==> config.mk <==
export PLATFORM = sky130hd
export DESIGN_NAME = seg7_scan_ctrl
export DESIGN_NICKNAME = d
export VERILOG_FILES = /design/src/rtl/seg7_pkg.sv /design/src/rtl/scan_prescaler.sv /design/src/rtl/seg7_scan_ctrl.sv
export SDC_FILE = /design/constraint.sdc
export NUM_CORES = 1
export LEC_CHECK = 0
export ABC_CLOCK_PERIOD_IN_PS = 2100
export BUFFER_PORTS_ARGS = -buffer_cell sky130_fd_sc_hd__buf_2
export CAP_MARGIN = 30
export CELL_PAD_IN_SITES_DETAIL_PLACEMENT = 2
export CELL_PAD_IN_SITES_GLOBAL_PLACEMENT = 2
export CORE_ASPECT_RATIO = 1.25
export CORE_MARGIN = 2
export CORE_UTILIZATION = 35
export CTS_CLUSTER_DIAMETER = 80
export CTS_CLUSTER_SIZE = 12
export DETAILED_ROUTE_END_ITERATION = 10
export GPL_ROUTABILITY_DRIVEN = 1
export PLACE_DENSITY = 0.79
export SYNTH_ARGS = -nofsm -noshare
export SYNTH_HDL_FRONTEND = slang
export SYNTH_SLANG_ARGS = --single-unit
==> constraint.sdc <==
create_clock -name clk -period 2.1 [get_ports clk]
set_input_delay 0.105 -clock clk [delete_from_list [all_inputs] [get_ports clk]]
set_output_delay 0.105 -clock clk [all_outputs]
set_load 0.05 [all_outputs]
==> src/rtl/seg7_pkg.sv <==
// Shared constants and the slot-phase type for the 7-segment scan controller.
package seg7_pkg;

  localparam int unsigned BCD_W      = 4;
  localparam int unsigned MAX_DIGITS = 8;

  localparam logic [MAX_DIGITS-1:0] ANODES_OFF = 8'hFF;
  localparam logic [BCD_W-1:0]      BCD_MAX    = 4'd9;

  // Each digit slot opens with a blanking phase, then drives its anode.
  typedef enum logic {
    PhaseBlank = 1'b0,
    PhaseDrive = 1'b1
  } slot_phase_e;

endpackage

==> src/rtl/scan_prescaler.sv <==
// Free-running slot prescaler: counts 0..DIV-1, tick marks the last cycle of a slot.
module scan_prescaler #(
  parameter int unsigned DIV = 100000,
  localparam int unsigned CW = (DIV > 1) ? $clog2(DIV) : 1
) (
  input  logic          clk,
  input  logic          reset,
  output logic [CW-1:0] count,
  output logic          tick
);

  assign tick = (count == CW'(DIV - 1));

  // Slot cycle counter, wraps on tick.
  always_ff @(posedge clk) begin
    if (reset) begin
      count <= '0;
    end else if (tick) begin
      count <= '0;
    end else begin
      count <= count + 1'b1;
    end
  end

endmodule

==> src/rtl/seg7_scan_ctrl.sv <==
// Time-multiplexed 7-segment digit scanner with double-buffered display data.
// Define LEADING_ZERO_BLANK_EN to darken leading zeros above the most
// significant enabled nonzero digit (digit 0 always stays lit).
module seg7_scan_ctrl
  import seg7_pkg::*;
#(
  parameter int unsigned NUM_DIGITS   = 8,
  parameter int unsigned REFRESH_DIV  = 100000,
  parameter int unsigned BLANK_CYCLES = 1000
) (
  input  logic        clk,
  input  logic        reset,
  input  logic [31:0] digits_in,
  input  logic [7:0]  digit_en,
  input  logic        load,
  output logic        ready,
  output logic [3:0]  bcd_out,
  output logic [7:0]  anodes,
  output logic        frame_done
);

  localparam int unsigned CntW    = (REFRESH_DIV > 1) ? $clog2(REFRESH_DIV) : 1;
  localparam logic [2:0]  IdxLast = 3'(NUM_DIGITS - 1);

  logic [CntW-1:0]       count;
  logic                  tick;
  logic                  wrap;
  logic [2:0]            idx_q;

  logic [31:0]           pend_digits_q;
  logic [MAX_DIGITS-1:0] pend_en_q;
  logic                  pend_flag_q;
  logic [31:0]           shad_digits_q;
  logic [MAX_DIGITS-1:0] shad_en_q;

  slot_phase_e           phase;
  logic [BCD_W-1:0]      cur_nib;
  logic                  cur_lit;
  logic [MAX_DIGITS-1:0] anodes_d;

  scan_prescaler #(
    .DIV (REFRESH_DIV)
  ) u_prescaler (
    .clk   (clk),
    .reset (reset),
    .count (count),
    .tick  (tick)
  );

  assign wrap  = tick && (idx_q == IdxLast);
  assign ready = ~pend_flag_q;

  // Slot index advances once per slot and wraps at the last scanned digit.
  always_ff @(posedge clk) begin
    if (reset) begin
      idx_q <= '0;
    end else if (tick) begin
      idx_q <= (idx_q == IdxLast) ? 3'd0 : idx_q + 3'd1;
    end
  end

  // Pending/shadow double buffer; a wrap transfer and an accepted load are
  // mutually exclusive because one needs the flag set and the other clear.
  always_ff @(posedge clk) begin
    if (reset) begin
      pend_digits_q <= '0;
      pend_en_q     <= '0;
      pend_flag_q   <= 1'b0;
      shad_digits_q <= '0;
      shad_en_q     <= '0;
    end else begin
      if (wrap && pend_flag_q) begin
        shad_digits_q <= pend_digits_q;
        shad_en_q     <= pend_en_q;
        pend_flag_q   <= 1'b0;
      end
      if (load && !pend_flag_q) begin
        pend_digits_q <= digits_in;
        pend_en_q     <= digit_en;
        pend_flag_q   <= 1'b1;
      end
    end
  end

`ifdef LEADING_ZERO_BLANK_EN
  localparam logic [MAX_DIGITS-1:0] DigitMask = MAX_DIGITS'((1 << NUM_DIGITS) - 1);
  logic [MAX_DIGITS-1:0] nonzero;

  // Enabled nonzero digits within the scanned range.
  always_comb begin
    nonzero = '0;
    for (int i = 0; i < MAX_DIGITS; i++) begin
      nonzero[i] = shad_en_q[i] && (shad_digits_q[4*i +: BCD_W] != '0);
    end
    nonzero = nonzero & DigitMask;
  end
`endif

  // Current slot decode: phase, nibble and whether the digit is lit.
  always_comb begin
    phase   = (32'(count) < BLANK_CYCLES) ? PhaseBlank : PhaseDrive;
    cur_nib = shad_digits_q[{idx_q, 2'b00} +: BCD_W];
    cur_lit = shad_en_q[idx_q] && (cur_nib <= BCD_MAX);
`ifdef LEADING_ZERO_BLANK_EN
    // Zero with no significant digit at or above this position is a leading zero.
    if ((cur_nib == '0) && (idx_q != 3'd0) && !(|(nonzero >> idx_q))) begin
      cur_lit = 1'b0;
    end
`endif
    anodes_d = ANODES_OFF;
    if ((phase == PhaseDrive) && cur_lit) begin
      anodes_d[idx_q] = 1'b0;
    end
  end

  // Registered outputs, one cycle behind the slot state.
  always_ff @(posedge clk) begin
    if (reset) begin
      anodes     <= ANODES_OFF;
      bcd_out    <= '0;
      frame_done <= 1'b0;
    end else begin
      anodes     <= anodes_d;
      bcd_out    <= cur_nib;
      frame_done <= wrap;
    end
  end

endmodule

== Yosys cells after proc, flatten, opt, wreduce, memory -nomap -nowiden ==
Cells that the tools add are included.
Widths: inputs -> output; s select.
Cells by class
  add/subtract/negate cells: 2
  $mul: 0
  divide/modulo/power cells: 0
  $lt $le $gt $ge: 4
  equality and inequality tests: 2
  shift-type cells: 1
  multiplexer cells: 8
  bitwise operators: 3
  reductions and logical operators: 10
Operators by type and width (number)
  $shiftx 32x6->4: 1
  $add 17x1->17 const B: 1
  $eq 17x17->1 const B: 1
  $lt 17x10->1 const B: 1
  $not 8->8: 1
  $logic_and 1x1->1: 6
  $mux 1: 5
  $le 4x4->1 const B: 1
  $lt 3x4->1 const B: 1
  $reduce_or 2->1: 2
  $add 3x1->3 const B: 1
  $bmux 1 s3: 1
  $demux 1 s3: 1
  $eq 3x3->1 const B: 1
  $ge 3x1->1 const B: 1
  $mux 3: 1
  $not 1->1: 2
  $reduce_bool 2->1: 1
  $logic_not 1->1: 1
Storage, ports and cells
  register bits: 114
  bits in latches: 0
  RAM bits: 0
  ROM bits: 0
  input bits: 43
  output and inout bits: 14
  word-level logic and storage cells: 40
  memories: 0

== Logic depth before layout (Yosys ltp) ==
Gate-level depths: netlist (run 1).
  word-level depth: 6
  depth in mapped cells: 8

== Hierarchy ==
A second synthesis (run 1) with hierarchy kept.
Second synthesis, totals
  cell total of the unflattened synthesis: 528
  area total of the unflattened synthesis: 4544.4 µm²
By module, submodules not included
  seg7_scan_ctrl: times used 1, cells an instance 440, area an instance 3747.3 µm², seq. area each 1941.9 µm²
  scan_prescaler: times used 1, cells an instance 88, area an instance 797.0 µm², seq. area each 340.3 µm²

== Worst setup path before layout (run 1) ==
Ideal clock, no wire load.
  kind: register -> register
  from: register idx_q[0]
  to: register anodes[1]
  setup time: 0.138 ns
  arrival time: 1.493 ns
  slack: 0.469 ns
  cell stages (with the launch flop): 7
  path buffers: 2
  clock period less this slack: 1.631 ns
  path through: dfxtp_1 > buf_6 > mux4_1 > mux2i_1 > and2_1 > buf_6 > o2111ai_1
Between the ends
  word-level cells in the longest chain between the ends: 6
  elaborated cells on any way between the ends: 14
RTL lines
  from (decl): RTL line seg7_scan_ctrl.sv:28  | logic [2:0] idx_q;
  from (signal assigned): RTL line seg7_scan_ctrl.sv:58  | idx_q <= (idx_q == IdxLast) ? 3'd0 : idx_q + 3'd1;
  $shiftx 32x6->4 / $bmux 1 s3 (equally long branches): RTL line seg7_scan_ctrl.sv:102, seg7_scan_ctrl.sv:103
  $le 4x4->1 / $mux 1 (equally long branches): RTL line seg7_scan_ctrl.sv:103  | cur_lit = shad_en_q[idx_q] && (cur_nib <= BCD_MAX);
  $logic_and 1x1->1: RTL line seg7_scan_ctrl.sv:103
  $logic_and 1x1->1: RTL line seg7_scan_ctrl.sv:111  | if ((phase == PhaseDrive) && cur_lit) begin
  $not 1->1 (no line)
  $reduce_or 2->1 (no line)
  to (signal assigned): RTL line seg7_scan_ctrl.sv:123  | anodes <= anodes_d;
  to (decl): RTL line seg7_scan_ctrl.sv:18  | output logic [7:0] anodes,
Several ways; a longest one is shown, not always the timed one. The select of a mux whose other input is x is not followed.
A chain may end at the register's enable or synchronous reset.

== Final worst setup path (run 1) ==
  from: register idx_q[1]
  to: register anodes[4]
Same word-level chain as after synthesis.

==> results of run 1 <==
-- per-layer routing --
metal	global-route usage [%]	share of wire, %	vias up
met1	28.6	39	2180
met4	10.2	2.6	0
met5	0	0	-
li1	-	-	2026
met2	46.3	55	100
met3	5.04	3.0	30
-- area by class of cell --
| class | instances | area, sq um |
|---|---|---|
| Clock inverter | 6 | 30.0 |
| Sequential cell | 114 | 2290 |
| Timing Repair Buffer | 112 | 830 |
| Inverter | 4 | 15.0 |
| Tap cell | 168 | 210 |
| Fill cell | 1401 | 6840 |
| Clock buffer | 25 | 495 |
| Multi-Input combinational cell | 366 | 2070 |
-- cells in the mapped netlist (all sizes together), types with 6 or more instances --
library cell / n / area, sq um
a21oi: 82 / 410
and4: 6 / 52.6
buf: 18 / 136
clkbuf: 31 / 116
dfxtp: 114 / 2280
mux2i: 7 / 70.1
mux4: 6 / 150
nand2: 86 / 323
nand3: 46 / 230
nand4: 9 / 56.3
nor2: 26 / 97.6
o2111ai: 6 / 52.6
o21ai: 43 / 215
xor2: 13 / 114
-- repair_timing --
item | in CTS | in global routing
hold endpoints to repair | 40 | 0
hold buffers | 40 | 0
endpoints found under the setup margin | 8 | 20
gates resized for setup | 1 | 6
-- final timing paths --
kind / startpoint / endpoint / slack [ns] / depth (start not counted)
worst min register to register: pend_digits_q[30]$_SDFFE_PP0P_ / pend_digits_q[30]$_SDFFE_PP0P_ / 0.46 / 2
worst min-delay path: load / pend_flag_q$_SDFFE_PP0P_ / 0.07 / 3
worst max register to register: idx_q[1]$_SDFFE_PP0P_ / anodes[4]$_SDFF_PP1_ / 0.1 / 5
worst max-delay path: idx_q[1]$_SDFFE_PP0P_ / anodes[4]$_SDFF_PP1_ / 0.1 / 5
-- flip-flops by register name, indices dropped and copies added, names as in the netlist, 3 cells and up --
register and count:
anodes 8, bcd_out 4, idx_q 3, pend_digits_q 32, pend_en_q 8, shad_digits_q 32, shad_en_q 8, u_prescaler.count 17
-- through the flow --
stage | setup slack (ns) | instances | area (sq um) | total power [mW]
global route | 0.0171 | 795 | 5940 | 5.29
finish | 0.0961 | 795 | 5940 | 5.12
detailed placement | 0.0408 | 724 | 4990 | 2.49
floorplan | 0.469 | 533 | 4610 | 2.40
CTS | 0.0989 | 795 | 5920 | 5.15
global placement | 0.305 | 724 | 4990 | 2.48
-- critical path, stage by stage (launching register included) --
cell,delay [ns]
dfxtp_1,0.52
buf_4,0.23
mux4_1,0.33
mux2i_1,0.32
and2_2,0.30
o2111ai_1,0.15
-- cell families (layout without fill, tap and decap cells) --
group | after synthesis | after routing | share of synthesized area (%)
AOI/OAI and AO/OA | 140 | 140 | 16.5
xor gates and xnor gates | 14 | 14 | 2.66
adders and majority gates | 3 | 3 | 0.814
buffers and inverters | 53 | 147 | 5.81
DFF | 114 | 114 | 49.5
muxes | 13 | 13 | 4.78
and+or+nand+nor | 196 | 196 | 20.0
-- report_power, final --
part | leakage (nW) | switching, mW | total [mW] | internal, mW
Clock | 0.266 | 0.992 | 2.60 | 1.61
Combinational | 1.02 | 0.144 | 0.265 | 0.121
Sequential | 0.926 | 0.0380 | 2.25 | 2.21
Total | 2.21 | 1.17 | 5.12 | 3.95
==> flow_summary.json, run 1 <==
{
  "wl_per_cell_um": 21.6,
  "cts_buffers": 17,
  "clk_pin_slew_ns": 0.05,
  "max-clock-path-buffers": 2,
  "p_per_area_nw_per_um2": 862,
  "syn_area_sq_um": 4610,
  "first_iter_violations": 176,
  "ys.flop_type": "dfxtp_1",
  "core-area_sq_um": 12800,
  "setup_tns_ns": 0,
  "synth_warnings": 0,
  "antenna_cells": 0,
  "synthCells": 533,
  "maxSlewHeadroom_pct": 59.9,
  "grt_use_total_pct": 25.4,
  "startpoint_type": "flop",
  "period_needed_ns": 2.00,
  "port_buffers": 56,
  "synth.distinct_cells": 38,
  "area_growth_pct": 28.8,
  "drive_above_1_share_pct": 17.2,
  "synth_nets": 579,
  "vias": 4336,
  "path_class": "flop to flop",
  "cp_data_arrival_time_ns": 2.27,
  "seq_area_frac_synth_pct": 49.5,
  "utilization_pct": 46.5,
  "grt_pass1_wl_mm": 27.2,
  "die_h_um": 132,
  "cts_setup_buffers": 0,
  "fin_crit_sh_pct": 95.4,
  "hold_viol": 0,
  "htreeDepth": 4,
  "clock.fmax_ghz": 0.499,
  "rows": 46,
  "dr.pass1.iters": 4,
  "dp_hpwl_mm": 9.36,
  "end_kind": "flop",
  "first_global_vias": 4819,
  "postRouteAntennaNets": 0,
  "start_util_pct": 36.1,
  "synth_edf_count": 0,
  "layout_common_cells": "dfxtp_1, nand2_1, a21oi_1",
  "boundaryPins": 57,
  "power_leakage_nw": 2.21,
  "finClkSkew_ns": 0.00992,
  "fin_nets": 661,
  "holdWs_ns": 0.0709,
  "drc": 0,
  "async_reset_ff_share_pct": 0,
  "place_congestion": 0.818,
  "tritoncts": "done",
  "rsz0062_at_grt": "no",
  "globalRouteOverflowTotal": 0,
  "slew_violations": 0,
  "worst_pin_slew_ns": 0.593,
  "root_buffer": "clkbuf_16",
  "wirelength_mm": 17.2,
  "dieArea_sq_um": 14100,
  "grt_max_degree": 51,
  "chipWidth_um": 107,
  "final-setup-viol-count": 0,
  "outcome": "completed",
  "avgSynthCellArea_sq_um": 8.65,
  "cp_max_fo": 9,
  "final_common_cell": "dfxtp_1",
  "clock-sinks": 114,
  "insertion_delay_ns": 0.42,
  "worstPathRequired_ns": 2.36,
  "ir_drop_mv": 0.506,
  "hp-class": "primary input to flop",
  "viasPerCell": 5.45,
  "max_cap_violations": 0,
  "antenna_found_initial": 0,
  "synth_seq_cells": 114
}
Power figures use the tool's default switching activity.
==> run 2, diff against run 1 <==
MAX_ROUTING_LAYER = met4   (was not set)
==> flow_summary.json, run 2 (synthesized netlist as in run 1, its figures left out) <==
{
  "reg2reg_to": "anodes[4]$_SDFF_PP1_",
  "area_growth_pct": 28.8,
  "fin_crit_sh_pct": 96.0,
  "post-route-cell-area_sq_um": 5940,
  "hold_viol": 0,
  "max-clock-path-buffers": 2,
  "crit_slowest_cell": "dfxtp_1",
  "min_from": "load",
  "crit_path_cell_trace": "buf_4 -> mux4_1 -> mux2i_1 -> and2_2 -> o2111ai_1",
  "worstPathRequired_ns": 2.36,
  "hold_depth": 3,
  "clk_pin_slew_ns": 0.05,
  "start_util_pct": 36.1,
  "fin_ws_ns": 0.0846,
  "layout_common_cells": "dfxtp_1, nand2_1, a21oi_1",
  "globalRouteOverflowTotal": 0,
  "core-area_sq_um": 12800,
  "utilization_pct": 46.5,
  "dp_hpwl_mm": 9.36,
  "drc": 0,
  "layout.cells.non_filler": 795,
  "end_kind": "flop",
  "cts_setup_buffers": 0,
  "outcome": "completed",
  "grt_pass1_wl_mm": 27.3,
  "r2r_cells": 5,
  "wl_per_cell_um": 21.6,
  "finalPower_mw": 5.12,
  "r2r-start": "idx_q[1]$_SDFFE_PP0P_",
  "rsz0062_at_grt": "no",
  "final-setup-viol-count": 0,
  "ff2ff_setup_slack_ns": 0.08,
  "root_buffer": "clkbuf_16",
  "place_congestion": 0.830,
  "grt_use_total_pct": 26.3,
  "insertion_delay_ns": 0.42,
  "setup_tns_ns": 0,
  "dp_slack_ns": 0.0408,
  "dr.pass1.iters": 4,
  "startpoint_type": "flop",
  "tritoncts": "done",
  "fin_nets": 661,
  "max_cap_violations": 0,
  "p_per_area_nw_per_um2": 863,
  "period_needed_ns": 2.02,
  "maxSlewHeadroom_pct": 61.3,
  "antenna_cells": 0,
  "antenna_found_initial": 0,
  "reg.largest.list": "pend_digits_q: 32 flops, shad_digits_q: 32 flops, u_prescaler.count: 17 flops",
  "htreeDepth": 4,
  "clock.fmax_ghz": 0.496,
  "first_iter_violations": 201,
  "cp_max_fo": 9,
  "final_common_cell": "dfxtp_1",
  "dieArea_sq_um": 14100,
  "slew_violations": 0,
  "power_leakage_nw": 2.21,
  "min_to": "pend_flag_q$_SDFFE_PP0P_",
  "grt_max_degree": 51,
  "worst_pin_slew_ns": 0.574,
  "viasPerCell": 5.44,
  "rows": 46,
  "vias": 4327,
  "chipWidth_um": 107,
  "cp_data_arrival_time_ns": 2.27,
  "port_buffers": 56,
  "boundaryPins": 57,
  "die_h_um": 132,
  "wirelength_mm": 17.2,
  "slowest_delay_ns": 0.53,
  "cp-startpoint": "idx_q[1]$_SDFFE_PP0P_",
  "clock-sinks": 114,
  "holdWs_ns": 0.0701,
  "hp-class": "primary input to flop",
  "path_class": "flop to flop",
  "dp_cells": 724,
  "placed_area_sq_um": 4990,
  "cts_buffers": 17,
  "first_global_vias": 4802,
  "finClkSkew_ns": 0.0127,
  "ir_drop_mv": 0.505,
  "drive_above_1_share_pct": 17.2,
  "postRouteAntennaNets": 0
}
## run 2: cell counts in the layout (fill, tap and decap cells not counted)
No cell type changed its count.
## run 2: repair_timing
item,CTS,global route
endpoints found under the hold margin,40,0
hold buffers,40,0
gates cloned,0,0
endpoints found under the setup margin,8,20
resized for setup,1,6
## run 2: per-layer routing
metal / wire [um] / vias up / GRT usage (%)
met4: 458 / 0 / 9.74
met3: 458 / 29 / 5.59
met1: 6790 / 2177 / 28.8
li1: - / 2029 / -
met5: 0 / - / -
met2: 9480 / 92 / 46.2
## run 2: final cells by class
class | count | area (sq um)
Tap cell | 168 | 210
Clock buffer | 25 | 495
Timing Repair Buffer | 112 | 830
Fill cell | 1401 | 6840
Clock inverter | 6 | 30.0
Inverter | 4 | 15.0
Sequential cell | 114 | 2290
Multi-Input combinational cell | 366 | 2070
## run 2: worst max-delay path by stage
stage,to,cells after the start,slack [ns]
final,anodes[4]$_SDFF_PP1_,5,0.08
after global routing,anodes[4]$_SDFF_PP1_,5,0.004
after CTS,shad_digits_q[17]$_SDFFE_PP0P_,7,0.1
after detailed placement,anodes[4]$_SDFF_PP1_,4,0.04
after global placement,anodes[3]$_SDFF_PP1_,4,0.30
after floorplan,anodes[1]$_SDFF_PP1_,6,0.47
## run 2: power by group
part           internal (mW)  switching [mW]  leakage [nW]  total (mW)
clock                   1.61           0.996         0.266        2.61
combinational          0.121           0.144          1.02       0.265
sequential              2.21          0.0378         0.926        2.25
total                   3.95            1.18          2.21        5.12
## run 2: critical path: cells and delay by family (launching register included)
family | cells | cell delay (ns)
buffers and inverters | 1 | 0.23
multiplexers | 2 | 0.65
AND/OR/NAND/NOR | 1 | 0.30
flip-flops | 1 | 0.53
AO/OA/AOI/OAI | 1 | 0.15
